--- src/rtl/mem_access_unit.sv ---
// mem_access_unit: load/store to word-memory initiator with sub-word RMW; optional MEM_BOUNDS_CHECK_EN range fault
module mem_access_unit #(
   parameter int MEM_SIZE = 32,
   parameter int READ_LAT = 1
) (
   input  logic        clk,
   input  logic        reset,
   input  logic        req_valid,
   output logic        req_ready,
   input  logic        req_store,
   input  logic [1:0]  req_size,
   input  logic        req_signed,
   input  logic [31:0] req_addr,
   input  logic [31:0] req_wdata,
   output logic        resp_valid,
   output logic [31:0] resp_rdata,
   output logic        resp_fault,
   output logic [31:0] mem_address,
   output logic [31:0] mem_data_in,
   output logic        mem_write_enable,
   output logic        mem_read_enable,
   input  logic [31:0] mem_data_out
);
   typedef enum logic [2:0] {IDLE, READ, WRITE, RESP, FAULT} state_t;
   state_t      state;
   logic [3:0]  cnt;
   logic        st, sg;
   logic [1:0]  sz, ln;
   logic [31:0] wd;
   logic        misaligned, oob, bad;

   if (READ_LAT < 1 || READ_LAT > 15 || MEM_SIZE < 1) begin : g_bad_param
      $error("mem_access_unit: READ_LAT must be 1..15 and MEM_SIZE >= 1");
   end

   function automatic logic [4:0] shamt(input logic half, input logic [1:0] l);
      return half ? {l[1], 4'b0} : {l, 3'b0};
   endfunction

   function automatic logic [31:0] merge(input logic [31:0] w, input logic [31:0] d,
                                         input logic half, input logic [1:0] l);
      logic [31:0] m;
      m = (half ? 32'h0000_FFFF : 32'h0000_00FF) << shamt(half, l);
      return (w & ~m) | ((d << shamt(half, l)) & m);
   endfunction

   function automatic logic [31:0] extract(input logic [31:0] w, input logic [1:0] s,
                                           input logic [1:0] l, input logic g);
      logic [15:0] v;
      v = 16'(w >> shamt(s[0], l));
      return s[1] ? w : s[0] ? {{16{g & v[15]}}, v} : {{24{g & v[7]}}, v[7:0]};
   endfunction

   assign misaligned = (req_size == 2'b01 && req_addr[0]) || (req_size[1] && |req_addr[1:0]);
`ifdef MEM_BOUNDS_CHECK_EN
   assign oob = {2'b00, req_addr[31:2]} >= 32'(MEM_SIZE);
`else
   assign oob = 1'b0;
`endif
   assign bad = misaligned | oob;

   always_ff @(posedge clk) begin
      if (reset) begin
         state            <= IDLE;
         req_ready        <= 1'b1;
         resp_valid       <= 1'b0;
         resp_fault       <= 1'b0;
         resp_rdata       <= '0;
         mem_address      <= '0;
         mem_data_in      <= '0;
         mem_write_enable <= 1'b0;
         mem_read_enable  <= 1'b0;
         cnt              <= '0;
         st               <= 1'b0;
         sg               <= 1'b0;
         sz               <= '0;
         ln               <= '0;
         wd               <= '0;
      end else begin
         case (state)
            IDLE: if (req_valid) begin
               st          <= req_store;
               sz          <= req_size;
               sg          <= req_signed;
               ln          <= req_addr[1:0];
               wd          <= req_wdata;
               mem_address <= {2'b00, req_addr[31:2]};
               cnt         <= '0;
               req_ready   <= 1'b0;
               if (bad) begin
                  state      <= FAULT;
                  resp_valid <= 1'b1;
                  resp_fault <= 1'b1;
                  resp_rdata <= '0;
               end else if (req_store && req_size[1]) begin
                  state            <= WRITE;
                  mem_write_enable <= 1'b1;
                  mem_data_in      <= req_wdata;
               end else begin
                  state           <= READ;
                  mem_read_enable <= 1'b1;
               end
            end
            READ: if (cnt == 4'(READ_LAT - 1)) begin
               mem_read_enable <= 1'b0;
               if (st) begin
                  state            <= WRITE;
                  mem_write_enable <= 1'b1;
                  mem_data_in      <= merge(mem_data_out, wd, sz[0], ln);
               end else begin
                  state      <= RESP;
                  resp_valid <= 1'b1;
                  resp_rdata <= extract(mem_data_out, sz, ln, sg);
               end
            end else begin
               cnt <= cnt + 4'd1;
            end
            WRITE: begin
               state            <= RESP;
               mem_write_enable <= 1'b0;
               resp_valid       <= 1'b1;
               resp_rdata       <= '0;
            end
            RESP, FAULT: begin
               state      <= IDLE;
               resp_valid <= 1'b0;
               resp_fault <= 1'b0;
               req_ready  <= 1'b1;
            end
            default: state <= IDLE;
         endcase
      end
   end
endmodule
--- config.mk ---
export PLATFORM = sky130hd
export DESIGN_NAME = mem_access_unit
export DESIGN_NICKNAME = d
export VERILOG_FILES = /design/src/rtl/mem_access_unit.sv
export SDC_FILE = /design/constraint.sdc
export NUM_CORES = 1
export LEC_CHECK = 0
export CORE_ASPECT_RATIO = 2
export CORE_MARGIN = 1.5
export CORE_UTILIZATION = 50
export CTS_CLUSTER_DIAMETER = 150
export DETAILED_ROUTE_END_ITERATION = 8
export DONT_BUFFER_PORTS = 1
export PLACE_DENSITY = 0.67
export SETUP_SLACK_MARGIN = 0.5
export SLEW_MARGIN = 40
export SYNTH_ARGS = -nofsm -noshare
export SYNTH_HDL_FRONTEND = slang
export SYNTH_SLANG_ARGS = --single-unit
export TNS_END_PERCENT = 50
--- constraint.sdc ---
create_clock -name clk -period 3.2 [get_ports clk]
set_input_delay 0.48 -clock clk [delete_from_list [all_inputs] [get_ports clk]]
set_output_delay 0.48 -clock clk [all_outputs]
set_load 0.02 [all_outputs]
# Yosys cells after proc, flatten, opt, wreduce, memory -nomap -nowiden
# Index checks and enable logic that the tools add are counted.
[totals]
regBits = 144
output_inout_bits = 101
[op_classes]
n_addsub = 1
n_eq_ne = 14
n_shift = 3
n_mux = 43
bitwise_logic = 6
n_reduce_logical = 22
[op_table]
columns = ["op", "count"]
rows = [
  ["32-bit 2-to-1 mux", 11],
  ["32-bit one-hot mux with 3 select lines", 1],
  ["32-bit bitwise AND", 2],
  ["32-bit one-hot mux with 2 select lines", 1],
  ["32-bit inverter", 1],
  ["32-bit OR", 1],
  ["16-bit by 5-bit left shift with 32-bit output", 1],
  ["32-bit by 5-bit left shift with 32-bit output", 1],
  ["32-bit by 5-bit right shift with 16-bit output", 1],
  ["2-bit inequality test, second input constant", 9],
  ["16-bit 2-to-1 mux", 1],
  ["1-bit 2-to-1 mux", 15],
  ["5-bit AND reduction", 3],
  ["4-bit 2-to-1 mux", 3],
  ["6-bit AND reduction", 2],
  ["3-bit 2-to-1 mux", 3],
  ["3-bit one-hot mux with 3 select lines", 1],
  ["4-bit one-hot mux with 2 select lines", 1],
  ["3-bit by 2-bit equality test with 1-bit output, second input constant", 2],
  ["1-bit one-hot mux with 2 select lines", 3],
  ["2-bit AND reduction", 3],
  ["3-bit AND reduction", 2],
  ["4-bit by 1-bit adder with 4-bit output, second input constant", 1],
  ["4-bit zero test", 1],
  ["other kinds (14)", 19],
]

# Longest topological paths before layout
[logic_depth]
word_depth = 8
ltp_mapped = 8

# Least setup slack after synthesis
# OpenSTA, ideal clock, no wires.
[synth_path]
path_type = "reg-to-reg"
from = "reg cnt[0]"
to = "reg mem_data_in[30]"
setup_time_ns = 0.133
arrival_time_ns = 1.878
slack_ns = 1.188
path_stages_with_launch = 9
path_buffers = 2
synth_period_minus_slack_ns = 2.012
cell_sequence = "dfxtp_1 inv_1 ha_1 or3b_1 o32ai_4 and2_0 buf_2 buf_4 a311oi_1"
[synth_via]
elab_chain_len = 3
[synth_lines]
columns = ["item", "line", "rtl"]
rows = [
  ["start, declared", "26", "logic [3:0] cnt;"],
  ["start signal, assigned", "116", "cnt <= cnt + 4'd1;"],
  ["4-bit zero test", "104", "READ: if (cnt == 4'(READ_LAT - 1)) begin"],
  ["2-bit inequality test (no line)", "n/a", ""],
  ["6-bit AND reduction (no line)", "n/a", ""],
  ["end signal, assigned", "98", "mem_data_in <= req_wdata;"],
  ["end signal, assigned", "109", "mem_data_in <= merge(mem_data_out, wd, sz[0], ln);"],
  ["end, declared", "19", "output logic [31:0] mem_data_in,"],
]
# Every way passes these cells.
# A chain may end at the register's enable or synchronous reset.

# Worst setup path after layout
[layout_path]
from = "reg state[0]"
to = "reg resp_rdata[30]"
[layout_via]
elab_chain_len = 3
elab_cells_between_ends = 10
classes_between = "eq/ne (6); mux (1); reduce/logical (3)"
[layout_lines]
columns = ["item", "line", "rtl"]
rows = [
  ["start, declared", "25", "state_t state;"],
  ["start signal, assigned", "64", "state <= IDLE;"],
  ["start signal, assigned", "91", "state <= FAULT;"],
  ["start signal, assigned", "96", "state <= WRITE;"],
  ["3-bit by 1-bit equality test with 1-bit output (tied with other cells)", "80", "case (state)"],
  ["2-bit inequality test (no line) / 3-bit nonzero test (equally long branches)", "n/a", ""],
  ["5-bit AND reduction (no line)", "n/a", ""],
  ["end signal, assigned", "113", "resp_rdata <= extract(mem_data_out, sz, ln, sg);"],
  ["end, declared", "16", "output logic [31:0] resp_rdata,"],
]
# Several ways; a longest one is shown, not always the timed one.

==> flow_summary.toml <==
[outcome]
outcome = "completed"

[clock_tree]
clockBufferDepth = 2
htreeDepth = 4
cts-root-buf = "clkbuf_16"
cts_sinks = 128
postCtsHoldBufs = 0
clock_latency_ns = 0.42
postCtsSetupBuffers = 0
cts_inserted_buffers = 17
post_cts_resized = 0
clk_pin_slew_ns = 0.07
cts_tree = "built"

[timing]
rsz0062_at_grt = "no"
finClkSkew_ns = 0.0134
fmax_ghz = 0.400
setup_violations = 0
fin_ws_ns = 0.700
min_period_ns = 2.50
fin_crit_sh_pct = 78.1
drv_slew = 0
worst_slew_pin_slew_ns = 0.762
slew_headroom_pct = 49.1
tns_ns = 0
hold_viol_final = 0

[critical_path]
crit_chain = "or4b_1 -> nor2_2 -> a22oi_1 -> o21ai_0"
path_max_fanout = 18
worstPathArrival_ns = 2.84
critPathBufInv = 0
crit_path_start_kind = "register"
criticalPathCategory = "reg -> reg"
crit_required_ns = 3.54
critical-path-top-delay-family = "simple AND/OR/NAND/NOR gates"
max_stage_delay_ns = 0.74
critPathCaptureType = "register"
cp_slowest_cell = "or4b_1"

[synth]
synthArstFlopShare_pct = 0
ys_top_cells_by_area = "dfxtp_1 40%, nand2_1 8.9%, a21oi_1 6.9%"
yosysTopAreaCell = "dfxtp_1"
synth.top_cell.area_share_pct = 40.4
yosysSeqAreaShare_pct = 40.4
syn-instance-count = 796
ys.flop_type = "dfxtp_1"
synth_cell_type_count = 62
avgSynthCellArea_sq_um = 7.97
ys_seq_elements = 128
ys_warn_count = 0
syn-cell-area_sq_um = 6340
synth-edff-count = 0

[cells_and_area]
layout_commonest_cell = "nand2_1"
n_fill_cell = 1202
layout.nets = 859
diodes = 0
layout_common_cells = "150 x nand2_1, 126 x dfxtp_1, 87 x a21oi_1, 47 x o21ai_0, 45 x o211ai_1"
area.growth.synth_to_final_pct = 9.49
drive_above_1_share_pct = 11.1
multi_input_area_sq_um = 3410
layout.area.seq_sq_um = 2560

[detailed_routing]
drt_pass1_iterations = 5
vias_per_cell = 6.60
wl_per_cell_um = 22.8
wirelength_um = 20900
drc = 0
num_vias = 6056
drtAntennaViolNets = 0
drt_iter0_markers = 513

[power_and_ir_drop]
p_sw_share_pct = 34.6
power_leakage_nw = 2.39
powerDensity_nw_per_um2 = 698
power_frac_clock_pct = 39.5
p_sw_mw = 1.68
power.total_mw = 4.85
power.internal_mw = 3.17
p_seq_share_pct = 41.6
ir_drop_mv = 0.445
combPwrFrac_pct = 18.9

[place]
preCtsSetupSlack_ns = 0.745
numPortBuffers = 0
dp_hpwl_um = 15100
place_congestion = 0.958

[floorplan]
die_w_um = 82.7
core-area_sq_um = 12500
start_util_pct = 50.8
dieArea_sq_um = 13400
num_rows = 58
die-height_um = 162
ios = 204

[flow_run]
drv_cap = 0

[grt]
grtUsageTotal_pct = 31.4
grt_overflow_total = 0
grt_pass1_vias = 5960
antenna_found_initial = 0
grt_pass1_wl_um = 31600
grt_max_degree = 85

[worst_hold_path]
worstHoldPathType = "in -> reg"
[state kept, by name, indices dropped and copies added (netlist names), 2 cells and up]
| register | flops |
|---|---|
| mem_address | 30 |
| sz | 2 |
| ln | 2 |
| cnt | 4 |
| mem_data_in | 32 |
| state | 3 |
| wd | 16 |
| resp_rdata | 32 |
[layout make-up]
class	instances	share of cell area, %
inverters	16	0.865
repair buffers	18	1.95
flip-flops and latches	128	36.9
well taps	150	2.70
clock inverters	14	2.09
clock buffers	18	6.32
multi-input cells	573	49.2
[synthesized netlist by cell type, drive strengths merged (13+ instances only)]
cell type	count
clkbuf	62
dfxtp	128
nor2b	17
nor2	30
o22ai	13
a311oi	16
a21oi	87
o31ai	14
o21ai	48
buf	18
nand2	150
o211ai	45
nand3	14
inv	15
a22oi	16
[per-stage QoR]
step                utilization (%)  instances  hold slack [ns]  cell area [sq um]
floorplan                         -        797            0.432               6350
global placement               51.0        885            0.441               6360
detailed placement             51.0        885            0.450               6360
CTS                            55.6        917            0.113               6950
global route                   55.7        917            0.105               6950
finish                         55.7        917            0.122               6950
[power groups by stage]
stage	clock network [mW]	logic [mW]	registers, mW
after floorplan	0	0.754	1.96
after global placement	0	0.870	2.04
after detailed placement	0	0.904	2.05
after CTS	1.94	0.907	2.01
after global routing	2.01	1.01	2.04
final	1.91	0.917	2.02
[final timing paths]
path / endpoint / depth (start not counted) / slack (ns) / start
max: resp_rdata[30] / 4 / 0.70 / state[0]
max reg2reg: resp_rdata[30] / 4 / 0.70 / state[0]
min reg2reg: wd[14] / 2 / 0.46 / wd[14]
min: mem_address[18] / 1 / 0.12 / reset
[per-layer routing]
metal  part of all wire, %  wire (um)  GRT usage (%)
met1                    34       7050           31.8
met2                    50      10500           52.2
met3                   9.5       1990           12.1
met4                   6.5       1370           19.5
met5                     0          0              0
[cell families (layout without fill, tap and decap cells)]
| kind of cell | after synthesis | after routing | synth area share [%] |
|---|---|---|---|
| adders and majority gates | 2 | 2 | 0.394 |
| other | 1 | 2 | 0.0591 |
| AOI/OAI and AO/OA | 296 | 296 | 31.1 |
| DFF | 128 | 128 | 40.4 |
| and+or+nand+nor | 258 | 258 | 18.9 |
| xor gates and xnor gates | 3 | 3 | 0.414 |
| muxes | 12 | 12 | 2.31 |
| buffers and inverters | 96 | 66 | 6.39 |
No activity file was read; power rests on OpenSTA's default activity.
